[src/rtl/backtrack_ctrl.sv]
// -----------------------------------------------------------------------------
// backtrack_ctrl
// Chronological backtracking controller for a DPLL-style SAT solver.
// It records each decision level (polarity and whether both polarities have
// been tried) and steps the decision stack on a conflict:
// - tried levels are unwound one per cycle;
// - the first untried level is flipped to the opposite polarity;
// - running out of levels leaves the block in a sticky UNSAT state.
//
// Ports
//   clk_i, rst_ni        : clock, asynchronous active-low reset
//   decide_valid_i/var_i/val_i : new decision from the decider
//   conflict_i           : one-cycle backtrack request
//   stk_push_o/stk_pop_o/stk_idx_in_o : decision-stack control and data-in
//   stk_idx_out_i        : stack top, valid combinationally while popping
//   unassign_valid_o/var_o : clear a variable's assignment
//   flip_valid_o/var_o/val_o : reassign a variable to the opposite polarity
//   busy_o               : controller is not idle
//   unsat_o, overflow_o  : sticky status flags
// -----------------------------------------------------------------------------
module backtrack_ctrl #(
    parameter int MAX_VARS      = 64,
    parameter int MAX_VARS_BITS = 6
) (
    input  logic                     clk_i,
    input  logic                     rst_ni,
    input  logic                     decide_valid_i,
    input  logic [MAX_VARS_BITS-1:0] decide_var_i,
    input  logic                     decide_val_i,
    input  logic                     conflict_i,
    output logic                     stk_push_o,
    output logic                     stk_pop_o,
    output logic [MAX_VARS_BITS-1:0] stk_idx_in_o,
    input  logic [MAX_VARS_BITS-1:0] stk_idx_out_i,
    output logic                     unassign_valid_o,
    output logic [MAX_VARS_BITS-1:0] unassign_var_o,
    output logic                     flip_valid_o,
    output logic [MAX_VARS_BITS-1:0] flip_var_o,
    output logic                     flip_val_o,
    output logic                     busy_o,
    output logic                     unsat_o,
    output logic                     overflow_o
);

    typedef enum logic [1:0] {
        ST_IDLE  = 2'd0,
        ST_BT    = 2'd1,
        ST_FLIP  = 2'd2,
        ST_UNSAT = 2'd3
    } state_e;

    localparam logic [MAX_VARS_BITS:0] DEPTH_MAX = (MAX_VARS_BITS+1)'(MAX_VARS);
    localparam logic [MAX_VARS_BITS:0] DEPTH_ONE = (MAX_VARS_BITS+1)'(1);

    state_e                   state_q, state_d;
    logic [MAX_VARS_BITS:0]   depth_q, depth_d;
    logic [MAX_VARS_BITS-1:0] var_q, var_d;
    logic                     old_q, old_d;
    logic                     overflow_q, overflow_d;
    logic [MAX_VARS-1:0]      tried_q;
    logic [MAX_VARS-1:0]      val_q;

    // Level write port into the per-level tracking arrays.
    logic                     lvl_we_s;
    logic [MAX_VARS_BITS-1:0] lvl_idx_s;
    logic                     lvl_tried_s;
    logic                     lvl_val_s;

    // Index of the deepest occupied level. When depth == MAX_VARS the low bits
    // wrap to zero, so subtracting one still yields MAX_VARS-1 for a
    // power-of-two MAX_VARS.
    logic [MAX_VARS_BITS-1:0] top_lvl_s;
    assign top_lvl_s = depth_q[MAX_VARS_BITS-1:0] - MAX_VARS_BITS'(1);

    logic                     push_s;
    logic                     pop_s;
    logic [MAX_VARS_BITS-1:0] idx_in_s;
    logic                     unassign_valid_s;
    logic [MAX_VARS_BITS-1:0] unassign_var_s;
    logic                     flip_valid_s;
    logic [MAX_VARS_BITS-1:0] flip_var_s;
    logic                     flip_val_s;

    // Next-state and pulse-output logic of the backtrack FSM.
    always_comb begin
        state_d          = state_q;
        depth_d          = depth_q;
        var_d            = var_q;
        old_d            = old_q;
        overflow_d       = overflow_q;
        lvl_we_s         = 1'b0;
        lvl_idx_s        = depth_q[MAX_VARS_BITS-1:0];
        lvl_tried_s      = 1'b0;
        lvl_val_s        = 1'b0;
        push_s           = 1'b0;
        pop_s            = 1'b0;
        idx_in_s         = '0;
        unassign_valid_s = 1'b0;
        unassign_var_s   = '0;
        flip_valid_s     = 1'b0;
        flip_var_s       = '0;
        flip_val_s       = 1'b0;

        case (state_q)
            ST_IDLE: begin
                // Conflict wins over a simultaneous decision.
                if (conflict_i) begin
                    state_d = ST_BT;
                end else if (decide_valid_i) begin
                    if (depth_q < DEPTH_MAX) begin
                        push_s      = 1'b1;
                        idx_in_s    = decide_var_i;
                        lvl_we_s    = 1'b1;
                        lvl_tried_s = 1'b0;
                        lvl_val_s   = decide_val_i;
                        depth_d     = depth_q + DEPTH_ONE;
                    end else begin
                        overflow_d = 1'b1;
                    end
                end else begin
                    state_d = ST_IDLE;
                end
            end
            ST_BT: begin
                if (depth_q == '0) begin
                    state_d = ST_UNSAT;
                end else begin
                    pop_s   = 1'b1;
                    depth_d = depth_q - DEPTH_ONE;
                    if (tried_q[top_lvl_s]) begin
                        unassign_valid_s = 1'b1;
                        unassign_var_s   = stk_idx_out_i;
                    end else begin
                        var_d   = stk_idx_out_i;
                        old_d   = val_q[top_lvl_s];
                        state_d = ST_FLIP;
                    end
                end
            end
            ST_FLIP: begin
                // Re-push the flipped variable as a level whose both
                // polarities are now exhausted.
                push_s       = 1'b1;
                idx_in_s     = var_q;
                flip_valid_s = 1'b1;
                flip_var_s   = var_q;
                flip_val_s   = ~old_q;
                lvl_we_s     = 1'b1;
                lvl_tried_s  = 1'b1;
                lvl_val_s    = ~old_q;
                depth_d      = depth_q + DEPTH_ONE;
                state_d      = ST_IDLE;
            end
            ST_UNSAT: begin
                state_d = ST_UNSAT;
            end
            default: begin
                state_d = ST_IDLE;
            end
        endcase
    end

    // FSM, depth and latched-level registers.
    always_ff @(posedge clk_i or negedge rst_ni) begin
        if (!rst_ni) begin
            state_q    <= ST_IDLE;
            depth_q    <= '0;
            var_q      <= '0;
            old_q      <= 1'b0;
            overflow_q <= 1'b0;
        end else begin
            state_q    <= state_d;
            depth_q    <= depth_d;
            var_q      <= var_d;
            old_q      <= old_d;
            overflow_q <= overflow_d;
        end
    end

    // Per-level tracking arrays; unreachable above depth, so never reset.
    always_ff @(posedge clk_i) begin
        if (lvl_we_s) begin
            tried_q[lvl_idx_s] <= lvl_tried_s;
            val_q[lvl_idx_s]   <= lvl_val_s;
        end
    end

    // Pulses are forced low while reset is held so that they clear at once,
    // without waiting for the state register to be observed.
    assign stk_push_o       = rst_ni & push_s;
    assign stk_pop_o        = rst_ni & pop_s;
    assign stk_idx_in_o     = rst_ni ? idx_in_s : '0;
    assign unassign_valid_o = rst_ni & unassign_valid_s;
    assign unassign_var_o   = rst_ni ? unassign_var_s : '0;
    assign flip_valid_o     = rst_ni & flip_valid_s;
    assign flip_var_o       = rst_ni ? flip_var_s : '0;
    assign flip_val_o       = rst_ni & flip_val_s;
    assign busy_o           = rst_ni & (state_q != ST_IDLE);
    assign unsat_o          = rst_ni & (state_q == ST_UNSAT);
    assign overflow_o       = rst_ni & overflow_q;

endmodule

[config.mk]
export PLATFORM = sky130hd
export DESIGN_NAME = backtrack_ctrl
export DESIGN_NICKNAME = d
export VERILOG_FILES = /design/src/rtl/backtrack_ctrl.sv
export SDC_FILE = /design/constraint.sdc
export NUM_CORES = 1
export LEC_CHECK = 0
export ABC_AREA = 1
export BUFFER_PORTS_ARGS = -buffer_cell sky130_fd_sc_hd__buf_4
export CAP_MARGIN = 20
export CORE_AREA = 2 2 129 118
export CTS_CLUSTER_DIAMETER = 40
export DETAILED_ROUTE_END_ITERATION = 12
export DIE_AREA = 0 0 131 120
export GPL_TIMING_DRIVEN = 0
export PLACE_DENSITY = 0.62
export SETUP_SLACK_MARGIN = 0.2
export SYNTH_ARGS = -nofsm -noshare
export SYNTH_HDL_FRONTEND = slang
export SYNTH_SLANG_ARGS = --single-unit
[constraint.sdc]
create_clock -name clk_i -period 6.4 [get_ports clk_i]
set_clock_uncertainty 0.05 [all_clocks]
set_input_delay 1.28 -clock clk_i [delete_from_list [all_inputs] [get_ports clk_i]]
set_output_delay 1.28 -clock clk_i [all_outputs]
set_load 0.03 [all_outputs]
### Yosys cells after proc, flatten, opt, wreduce, memory -nomap -nowiden

Cells that the tools add are included.
Widths: inputs -> output; s select.

* $add $sub $neg: 3
* magnitude comparators: 4
* equality and inequality tests: 9
* multiplexer cells: 44
* bitwise logic cells: 13
* reduce and logical (&&, ||, !) cells: 9

Operator list (number)
* $bwmux 64: 2
* $mux 6: 10
* $mux 7: 4
* $pmux 7 s3: 1
* $mux 1: 16
* $lt 6x7->1 const B: 2
* $bmux 1 s6: 2
* $pmux 6 s2: 1
* $and 1x1->1: 8
* $mux 2: 4
* $ne 2x2->1 const B: 4
* $pmux 2 s4: 1
* $add 7x1->7 const B: 1
* $logic_not 7->1: 1
* $lt 7x7->1 const B: 1
* $sub 7x1->7 const B: 1
* $demux 1 s6: 1
* $ge 6x1->1 const B: 1
* $ne 3x3->1 const B: 2
* $sub 6x1->6 const B: 1
* $not 1->1: 5
* $reduce_and 5->1: 1
* $eq 2x2->1 const B: 2
* $pmux 1 s2: 2
* other kinds (8): 8

* register bits: 145
* input port bits: 17
* output and inout bits: 26
* word-level logic and storage cells: 89

### Depth between registers and ports, before layout

* depth in word-level cells: 7
* mapped depth: 18
* gate-level depth less buffers: 14

### Least setup slack after synthesis

Ideal clock, no wire load.

* kind: reg-to-reg
* start point: register state_q[1]
* end point: register val_q[0], data pin
* library setup time: 0.703 ns
* data arrival time: 3.888 ns
* data required time: 5.647 ns
* slack: 1.759 ns
* cell stages (with the launch flop): 5
* buffers on the path: 0
* clock period less this slack: 4.641 ns
* cells stage by stage: dfrtp_1 -> inv_1 -> nor2_4 -> inv_1 -> o21ai_0

* longest elaborated chain between the ends: 3
* elaborated cells on any way between the ends: 4
* those cells by class: eq/ne: 1; mux: 2; reduce/logical: 1

RTL lines
* start: declaration: line 55 `state_e state_q, state_d;`
* start signal: assignment: line 172 `state_q <= state_d;`
* $eq 2x2->1 / $logic_not 2->1 (equally long branches): line 104 `case (state_q)`
* $pmux 1 s2 *: line 104
* net lvl_val_s: line 67 `logic lvl_val_s;`
* $bwmux 64 *: line 184 `val_q[lvl_idx_s] <= lvl_val_s;`
* end signal: indexed assignment: line 184
* end: declaration: line 61 `logic [MAX_VARS-1:0] val_q;`

Mark *: on every way through the listed nets, which the timed path passes. The rest lies on a longest branch.
A chain may end at the register's enable or synchronous reset.

### Final worst setup path

* start point: register depth_q[0]
* end point: output unassign_var_o[4]

* longest elaborated chain between the ends: 7
* elaborated cells on any way between the ends: 8
* those cells by class: add/sub: 1; mux: 6; reduce/logical: 1

RTL lines
* start: declaration: line 56 `logic [MAX_VARS_BITS:0] depth_q, depth_d;`
* start signal: assignment: line 173 `depth_q <= depth_d;`
* $sub 6x1->6: line 73 `assign top_lvl_s = depth_q[MAX_VARS_BITS-1:0] - MAX_VARS_BITS'(1);`
* $bmux 1 s6: line 130 `if (tried_q[top_lvl_s]) begin`
* $mux 1 (not written as such): line 130
* $mux 6: line 130
* $mux 6 *: line 125 `if (depth_q == '0) begin`
* $mux 6 *: line 104
* $mux 6 *: line 194 `assign unassign_var_o = rst_ni ? unassign_var_s : '0;`
* end: declaration: line 36 `output logic [MAX_VARS_BITS-1:0] unassign_var_o,`

Every way passes the cells marked *; elsewhere a longest branch is shown, timed or not. The select of a mux whose other input is x is not followed.

==> results.md <==
- Outcome: finished clean
- Row count: 42
- ANT nets after route: 0
- RSZ-0062 raised after global routing: false
- Largest net degree at the start of global routing: 41
- Area of the multi-input gates: between 0.002 and 0.0025 sq mm
- Layout cell share with drive strength beyond 1: 16.4%
- Ports: 43
- Max FO, Critical Path: 11
- Period utilization: between 70 and 80%
- Post-layout util: 56.5%
- Hold Fails Final Rpt: 0
- Antenna Cells: 0
- Ranking of synthesized cells by area: edfxtp_1 (56%), nand2_1 (11%), nand3_1 (8.3%)
- Port Buf Inserts: 42
- Worst Setup SP: depth_q[0]
- Mapped Nets: 737
- Final wirelength: around 19 mm
- CTS buffer count: 17
- Vias in the first global route: between 5000 and 6000
- Met1 Use GR: between 30% and 40%
- DR vias/cell: about 5.4
- Count of final setup violators: 0
- Hold bufs inserted after CTS: 0
- Core Area: 0.0145 sq mm
- Reg2Reg Setup Slack: between 3 and 4 ns
- Initial Util: 47.8%
- Initial DRT Pass Iterations: 6
- Synth Instances: 712
- Lkg Pwr: 3.34 nW
- Max-cap violations: 0
- GR met3 Demand/Resource: 7.85%
- GP Congestion: 0.861
- Cell Pwr Density: between 500 and 600 mW/mm^2
- Die height: approximately 120 um
- Die area: 0.0157 sq mm
- Die W: 131 um
- Yosys warns: 0
- Total track usage: 25.6%
- Critical path startpoint category: flop
- Layout fillers: ~1300
- Min cycle time layout: 4.85 ns
- GR peak layer: met2
- Worst hold path type: reg -> reg
- Crit path kind: reg -> out
- Area grow syn2layout: 18.2%
- Starting DRC count in detailed routing: roughly 520
- Commonest cells post-synth: nand2_1 (200), edfxtp_1 (128), nand3_1 (115)
- Synth unique cells: 33
- Initial antenna violation count: 0
- Crit end category: output port
- Top-count cell post-synth: nand2_1
- CP arrival: approximately 3.5 ns
- Clk pin slew, worst setup/hold paths: around 0.060 ns
- Crit path required time: around 5.1 ns
- Clock tree from TritonCTS: built
- Drt drc: 0
- Worst skew pair latency: 0.42 ns
- Root Buffer: clkbuf_16
- Worst IR drop on VDD: ~440 uV
- Area share of the largest cell type after synthesis: 55.7%
- Post-CTS Setup Inserts: 0
- Avg Cell Area, Syn: slightly below 10 sq um
- R2R cell count: 16
- CTS Sinks: 145
- Storage element area: 0.00427 sq mm
- Vias: 5361
- Final nets: 800
- Asr flop ratio synth: 11.7%
- Clock buffer depth: 2
- Seq/Total Area, Yosys: about three fifths
- Achievable Freq: between 0.2 and 0.25 GHz
- Gr ovfl total: 0
- Post-synth EDFFs: 128
- Worst Setup EP: unassign_var_o[4]
- Pwr Total: approximately 4.6 mW
- Least-Margin Pin Slew: 0.961 ns
- Worst slew margin: 35.8%
- Pins Over Slew Limit: 0
- Post-CTS Resized: 0
- GR Util met2: between 30% and 40%
- Top_reg_cell synth: edfxtp_1
- DP Wirelength: 12.5 mm
- Synth Cell Area: 0.00690 sq mm
- WL per Instance: 19.3 um
- #FFs+latches synth: 145
- H-tree depth: 4
- RR Endpoint: old_q
- Critical R2R Launch: depth_q[0]
- First-pass GRT wire length: 28.9 mm
- Biggest area consumer among synthesized cells: edfxtp_1
-- per-stage QoR --
step / std cells / hold slack (ns) / area (sq um) / setup slack (ns) / setup TNS, ns
6_report: 986 / 0.406 / 8160 / 1.55 / 0
5_1_grt: 986 / 0.445 / 8160 / 1.42 / 0
3_3_place_gp: 952 / 0.390 / 7470 / -1.96 / -125.37
3_5_place_dp: 954 / 0.394 / 7530 / 2.03 / 0
4_1_cts: 986 / 0.408 / 8160 / 1.57 / 0
2_1_floorplan: 712 / 0.378 / 6900 / 1.76 / 0
-- per-layer routing --
layer / vias up / wire length [um]
met3: 27 / 1590
met1: 2599 / 8390
met5: - / 0
met4: 0 / 325
met2: 219 / 8710
li1: 2516 / -
-- sequential cells by signal (all words and copies together), names as in the netlist --
register and flops:
depth_q 7, old_q 1, overflow_q 1, state_q 2, tried_q 64, val_q 64
var_q 6
-- placed cells by master, fill, tap and decap left out, types with 9 or more instances in the layout --
cell,n
a21oi_1,10
buf_2,14
buf_4,53
clkbuf_16,17
dfrtp_1,17
edfxtp_1,128
inv_1,45
nand2_1,200
nand3_1,115
nor2_1,100
o21ai_0,9
-- final cells by class --
class                   instances  share of cell area [%]
repair buffers                 44                    4.54
well taps                     198                    3.04
flip-flops and latches        145                    52.3
clock inverters                12                    2.32
plain buffers                  28                    2.19
clock buffers                  20                    5.35
multi-input cells             486                    27.7
inverters                      53                    2.50
-- worst max-delay path: stages, from the launching register on --
cell and delay, ns:
dfrtp_1 0.40, buf_4 0.19, inv_4 0.11, buf_4 0.22, buf_2 0.29, ha_1 0.34, inv_2 0.16, buf_2 0.35
nand3_1 0.14, nand3_1 0.09, nand3_1 0.12, nand3_1 0.13, nand3_2 0.15, nand3_2 0.16, nor2_1 0.06, buf_4 0.16
-- power breakdown --
group	internal, mW	switching (mW)
clock network	0.687	0.364
logic	0.662	1.63
registers	1.22	0.0555
total	2.57	2.05
-- kinds of logic after synthesis --
kind of cell,after synthesis,share of synthesized area (%)
AOI/OAI and AO/OA,27,2.10
xor gates and xnor gates,4,0.616
adders and majority gates,8,1.56
buffers and inverters,81,5.55
DFF,145,61.8
and+or+nand+nor,447,28.3
-- worst min path at each step --
stage,startpoint,to,depth (start not counted)
global route,var_q[5],var_q[5],2
detailed placement,overflow_q,overflow_q,1
finish,overflow_q,overflow_q,1
global placement,overflow_q,overflow_q,1
CTS,overflow_q,overflow_q,1
floorplan,overflow_q,overflow_q,1
Power figures use the tool's default switching activity.
